===== config.mk =====
export PLATFORM = sky130hd
export DESIGN_NAME = uart_rx
export DESIGN_NICKNAME = d
export VERILOG_FILES = /design/src/rtl/uart_rx_pkg.sv /design/src/rtl/uart_sync2.sv /design/src/rtl/uart_rx.sv
export SDC_FILE = /design/constraint.sdc
export NUM_CORES = 1
export LEC_CHECK = 0
export ABC_AREA = 1
export BUFFER_PORTS_ARGS = -buffer_cell sky130_fd_sc_hd__buf_2
export CAP_MARGIN = 30
export CORE_MARGIN = 5
export CORE_UTILIZATION = 62
export CTS_BUF_LIST = sky130_fd_sc_hd__clkbuf_16
export DETAILED_ROUTE_END_ITERATION = 12
export GPL_TIMING_DRIVEN = 1
export PLACE_DENSITY = 0.9
export SETUP_SLACK_MARGIN = 0.02
export SKIP_LAST_GASP = 1
export SLEW_MARGIN = 15
export SYNTH_ARGS = -nofsm -noshare
export SYNTH_HDL_FRONTEND = slang
export SYNTH_SLANG_ARGS = --single-unit

===== constraint.sdc =====
create_clock -name clock -period 3.5 [get_ports clock]
set_input_delay 0.35 -clock clock [delete_from_list [all_inputs] [get_ports clock]]
set_output_delay 0.35 -clock clock [all_outputs]
set_load 0.01 [all_outputs]

===== src/rtl/uart_rx_pkg.sv =====
// Shared receiver constants and FSM encoding for the UART.
// Oversampling is fixed at 32 ticks per bit, with the bit centre at tick 16.
package uart_rx_pkg;

   localparam int unsigned TicksPerBit = 32;
   localparam int unsigned HalfBit     = 16;

   // Tick counter values on which samples are taken (counter starts at 0).
   localparam logic [4:0] TickLast = 5'(TicksPerBit - 1);
   localparam logic [4:0] TickHalf = 5'(HalfBit - 1);

   typedef enum logic [2:0] {
      StIdle,
      StStart,
      StData,
      StParity,
      StStop,
      StBreak
   } rx_state_e;

endpackage


===== src/rtl/uart_sync2.sv =====
// Two-flop synchroniser for an asynchronous input, with a configurable reset value.
module uart_sync2 #(
   parameter logic ResetVal = 1'b1
) (
   input  logic clock,
   input  logic reset,
   input  logic d_i,
   output logic q_o
);

   logic meta_q;
   logic sync_q;

   always_ff @(posedge clock or posedge reset) begin
      if (reset) begin
         meta_q <= ResetVal;
         sync_q <= ResetVal;
      end else begin
         meta_q <= d_i;
         sync_q <= meta_q;
      end
   end

   assign q_o = sync_q;

endmodule


===== src/rtl/uart_rx.sv =====
// UART receiver: 32x oversampled, centre-sampled, LSB-first, with framing error detection.
// Define UART_RX_PARITY_EN to expect and check one parity bit after the data bits.
module uart_rx
   import uart_rx_pkg::*;
#(
   parameter int unsigned DATA_BITS  = 8,
   parameter int unsigned PARITY_ODD = 0
) (
   input  logic                 clock,
   input  logic                 reset,
   input  logic                 ce_32,
   input  logic                 ser_in,
   output logic [DATA_BITS-1:0] rx_data,
   output logic                 new_rx_data,
   output logic                 framing_err,
   output logic                 parity_err
);

`ifdef UART_RX_PARITY_EN
   localparam bit ParityEn = 1'b1;
`else
   localparam bit ParityEn = 1'b0;
`endif

   localparam logic [2:0] BitLast = 3'(DATA_BITS - 1);

   logic                 rx_s;
   rx_state_e            state_q, state_d;
   logic [4:0]           tick_q, tick_d;
   logic [2:0]           bit_q, bit_d;
   logic [DATA_BITS-1:0] shift_q, shift_d;
   logic                 par_q, par_d;
   logic [DATA_BITS-1:0] rx_data_q, rx_data_d;
   logic                 new_q, new_d;
   logic                 fe_q, fe_d;
   logic                 pe_q, pe_d;

   uart_sync2 #(
      .ResetVal (1'b1)
   ) u_sync (
      .clock (clock),
      .reset (reset),
      .d_i   (ser_in),
      .q_o   (rx_s)
   );

   always_comb begin
      state_d   = state_q;
      tick_d    = tick_q;
      bit_d     = bit_q;
      shift_d   = shift_q;
      par_d     = par_q;
      rx_data_d = rx_data_q;
      new_d     = 1'b0;
      fe_d      = 1'b0;
      pe_d      = 1'b0;

      if (ce_32) begin
         tick_d = tick_q + 5'd1;
         unique case (state_q)
            StIdle: begin
               tick_d = '0;
               if (!rx_s) begin
                  state_d = StStart;
               end
            end
            StStart: begin
               if (tick_q == TickHalf) begin
                  // Realign so later samples land 32 ticks apart at each bit centre.
                  tick_d  = '0;
                  bit_d   = '0;
                  state_d = rx_s ? StIdle : StData;
               end
            end
            StData: begin
               if (tick_q == TickLast) begin
                  shift_d = {rx_s, shift_q[DATA_BITS-1:1]};
                  bit_d   = bit_q + 3'd1;
                  if (bit_q == BitLast) begin
                     state_d = ParityEn ? StParity : StStop;
                  end
               end
            end
            StParity: begin
               if (tick_q == TickLast) begin
                  par_d   = rx_s;
                  state_d = StStop;
               end
            end
            StStop: begin
               if (tick_q == TickLast) begin
                  if (rx_s) begin
                     rx_data_d = shift_q;
                     new_d     = 1'b1;
                     pe_d      = ParityEn && ((^{shift_q, par_q}) != (PARITY_ODD != 0));
                     state_d   = StIdle;
                  end else begin
                     fe_d    = 1'b1;
                     state_d = StBreak;
                  end
               end
            end
            StBreak: begin
               tick_d = '0;
               if (rx_s) begin
                  state_d = StIdle;
               end
            end
            default: begin
               tick_d  = '0;
               state_d = StIdle;
            end
         endcase
      end
   end

   always_ff @(posedge clock or posedge reset) begin
      if (reset) begin
         state_q   <= StIdle;
         tick_q    <= '0;
         bit_q     <= '0;
         shift_q   <= '0;
         par_q     <= 1'b0;
         rx_data_q <= '0;
         new_q     <= 1'b0;
         fe_q      <= 1'b0;
         pe_q      <= 1'b0;
      end else begin
         state_q   <= state_d;
         tick_q    <= tick_d;
         bit_q     <= bit_d;
         shift_q   <= shift_d;
         par_q     <= par_d;
         rx_data_q <= rx_data_d;
         new_q     <= new_d;
         fe_q      <= fe_d;
         pe_q      <= pe_d;
      end
   end

   assign rx_data     = rx_data_q;
   assign new_rx_data = new_q;
   assign framing_err = fe_q;
   assign parity_err  = pe_q;

endmodule


==> qor.txt <==
CP max-delay cell: dfrtp_1
Port Buf Inserts: 13
Layout area overhead: 14.38%
Post-CTS Setup Inserts: 0
sequential cell area: 778.2 µm²
Final nets: 203
sw frac: 34.98%
vias in the first global route: 1223
final setup margin: 1587 ps
Synth cell types: 26
CTS tree: yes
Placed Instance Area: 0.001612 mm²
Worst path depth: 10
Worst-Skew Late Latency: 280 ps
GPL Wtd Cong: 0.8059
grt ovf: 0
CP bufs+invs: 3
die area: 0.003564 mm²
LEAKAGE: 0.9382 nW
clock transition at the registers of the reported paths: 50 ps
Tightest Hold Check Type: input port to async pin
Horiz. Die Dim: 59.70 µm
largest net degree at the start of global routing: 18
startpoint type of the worst setup path: flop
flops & latches, synth: 31
Tmin final: 1913 ps
Detailed Place HPWL: 2064 µm
# IOs: 15
RSZ-0062 raised after global routing: false
Rows: 18
Die Ht: 59.70 µm
post-cts sizing count: 0
# clock sinks: 31
Synthesized Nets: 186
setup TNS: 0 ps
initial drt markers: 57
Reg power frac: 39.5%
Core Box Area: 0.002410 mm²
run status: finished, final reports clean
slowest stage delay, CP: 380 ps
Clock power frac: 35.1%
drt drc: 0
Seq/Total Area, Yosys: 50.82%
dpl ws: 1593 ps
diode count: 0
Routed Antenna Nets: 0
vias per cell: 5.388
CP Class: flop to flop
fraction of layout cells with a size suffix above 1: 21.13%
antenna violations before repair: 0
R2R depth: 10
vias: 1207
total power divided by cell area: 667.5 mW/mm²
clock buffer depth: 2
Initial Utilization: 63.55%
combinational power share: 25.4%
Worst setup EP type: flop
Pins Over Slew Limit: 0
GRT Util Overall: 20.26%
H-tree depth: 2
first-pass GRT wire length: 5347 µm
internal power: 0.7602 mW
Syn Area/Cell: 8.702 µm²
filler instances: 154
Root Buffer Master: clkbuf_16
final wirelength: 3051 µm
Max Clock Freq: 522.6 MHz
post-layout instance area: 0.001752 mm²
Setup-failing EPs final: 0
crit-path cells: ha_1 -> nand3_1 -> inv_1 -> ha_1 -> nand2_1 -> inv_1 -> nand3_2 -> inv_1 -> nand2_1 -> nand2_1
required time of the worst setup path: 3710 ps
Max Cap Viol: 0
WP data arrival: 2130 ps
final hold viol count: 0
Top Family by Delay on Critical Path: simple AND/OR/NAND/NOR gates
wire per inst: 13.62 µm
Final Skew: 3.801 ps
cell count after synthesis: 176
# hold bufs at CTS: 0
Initial DRT Pass Iterations: 4
maximum fanout along the worst path: 10
Syn. warnings: 0
area occupied by multi-input gates: 629.4 µm²
switching pwr: 0.4090 mW
synthesized area: 0.001531 mm²
Final Cycle Share: 54.67%
VDD IR max: 0.0004468 V
Inserted Clock Buffers: 5
slew margin rel.: 56.14%
Slew @ Worst Pin: 657.1 ps
==> cell usage after synthesis, drive strengths merged <==
master	n	area, µm²
buf	4	37.53
a21oi	1	5.000
ha	6	75.07
or2	1	6.260
xnor2	1	8.760
nor2	17	93.84
inv	23	86.33
xor2	1	8.760
nor3	1	16.27
mux2i	1	10.01
conb	1	3.750
dfrtp	29	725.7
a31oi	1	6.260
nand3	12	70.07
nand2	59	239.0
nand4	2	12.51
o21ai	14	73.82
dfstp	2	52.55
==> cells by family (layout without fill, tap and decap cells) <==
group,Yosys count,in the layout,synth area share (%)
fa+ha+maj,6,6,4.902
buf+inv,27,45,8.088
xor+xnor,2,2,1.144
simple gates,92,92,28.59
compound gates,16,16,5.555
other cells,1,1,0.2449
flops,31,31,50.82
mux,1,1,0.6536
==> worst paths after layout <==
check	from	to	slack [ps]
hold / removal	reset	rx_data[3]	160
max in group asynchronous	reset	u_sync.meta_q	2730
min in group clock	ser_in	u_sync.meta_q	170
hold reg to reg	u_sync.meta_q	u_sync.q_o	360
setup / recovery	tick_q[0]	shift_q[0]	1590
setup reg to reg	tick_q[0]	shift_q[0]	1590
==> layout make-up <==
cell class              instances  area share (%)
flip-flops and latches         31           44.43
multi-input cells             118           35.93
clock buffers                   5           7.143
inverters                      23           4.929
repair buffers                 14           4.571
well taps                      30           2.143
clock inverters                 3          0.8571
==> stage by stage <==
step	utilization [%]	cells	power, mW	hold WS (ps)
final	72.69	224	1.169	156.3
after global routing	72.69	224	1.240	174.5
after CTS	72.69	224	1.170	174.7
after detailed placement	66.87	216	0.7544	349.9
after global placement	66.25	215	0.7270	346.5
after floorplan	-	176	0.7029	345.2
==> registers in the layout, summed over array words and instances (netlist names) <==
name	flops
framing_err	1
u_sync.q_o	1
tick_q	5
rx_data	8
u_sync.meta_q	1
shift_q	8
state_q	3
bit_q	3
new_rx_data	1
==> layer usage <==
metal | vias to the layer above | wire length, µm | global-route usage [%]
li1 | 581 | - | -
met1 | 570 | 1278 | 26.16
met2 | 44 | 1492 | 29.94
met3 | 12 | 200 | 7.127
met4 | 0 | 80 | 10.44
met5 | - | 0 | 0
==> cell usage in the layout (no fill, tap or decap), drive strengths merged <==
cell type	netlist	routed
o21ai	14	14
nand3	12	12
clkinvlp	0	1
a21oi	1	1
mux2i	1	1
nor3	1	1
nand2	59	59
xor2	1	1
dfrtp	29	29
a31oi	1	1
nand4	2	2
inv	23	23
clkbuf	0	5
nor2	17	17
xnor2	1	1
ha	6	6
conb	1	1
or2	1	1
clkinv	0	2
buf	4	14
dfstp	2	2
==> power by group through the flow <==
stage / clock [mW] / combinational (mW) / sequential, mW
4_1_cts: 0.414 / 0.296 / 0.461
3_3_place_gp: 0 / 0.267 / 0.460
3_5_place_dp: 0 / 0.288 / 0.466
6_report: 0.411 / 0.297 / 0.462
2_1_floorplan: 0 / 0.250 / 0.453
5_1_grt: 0.430 / 0.341 / 0.469
Power figures use the tool's default switching activity.
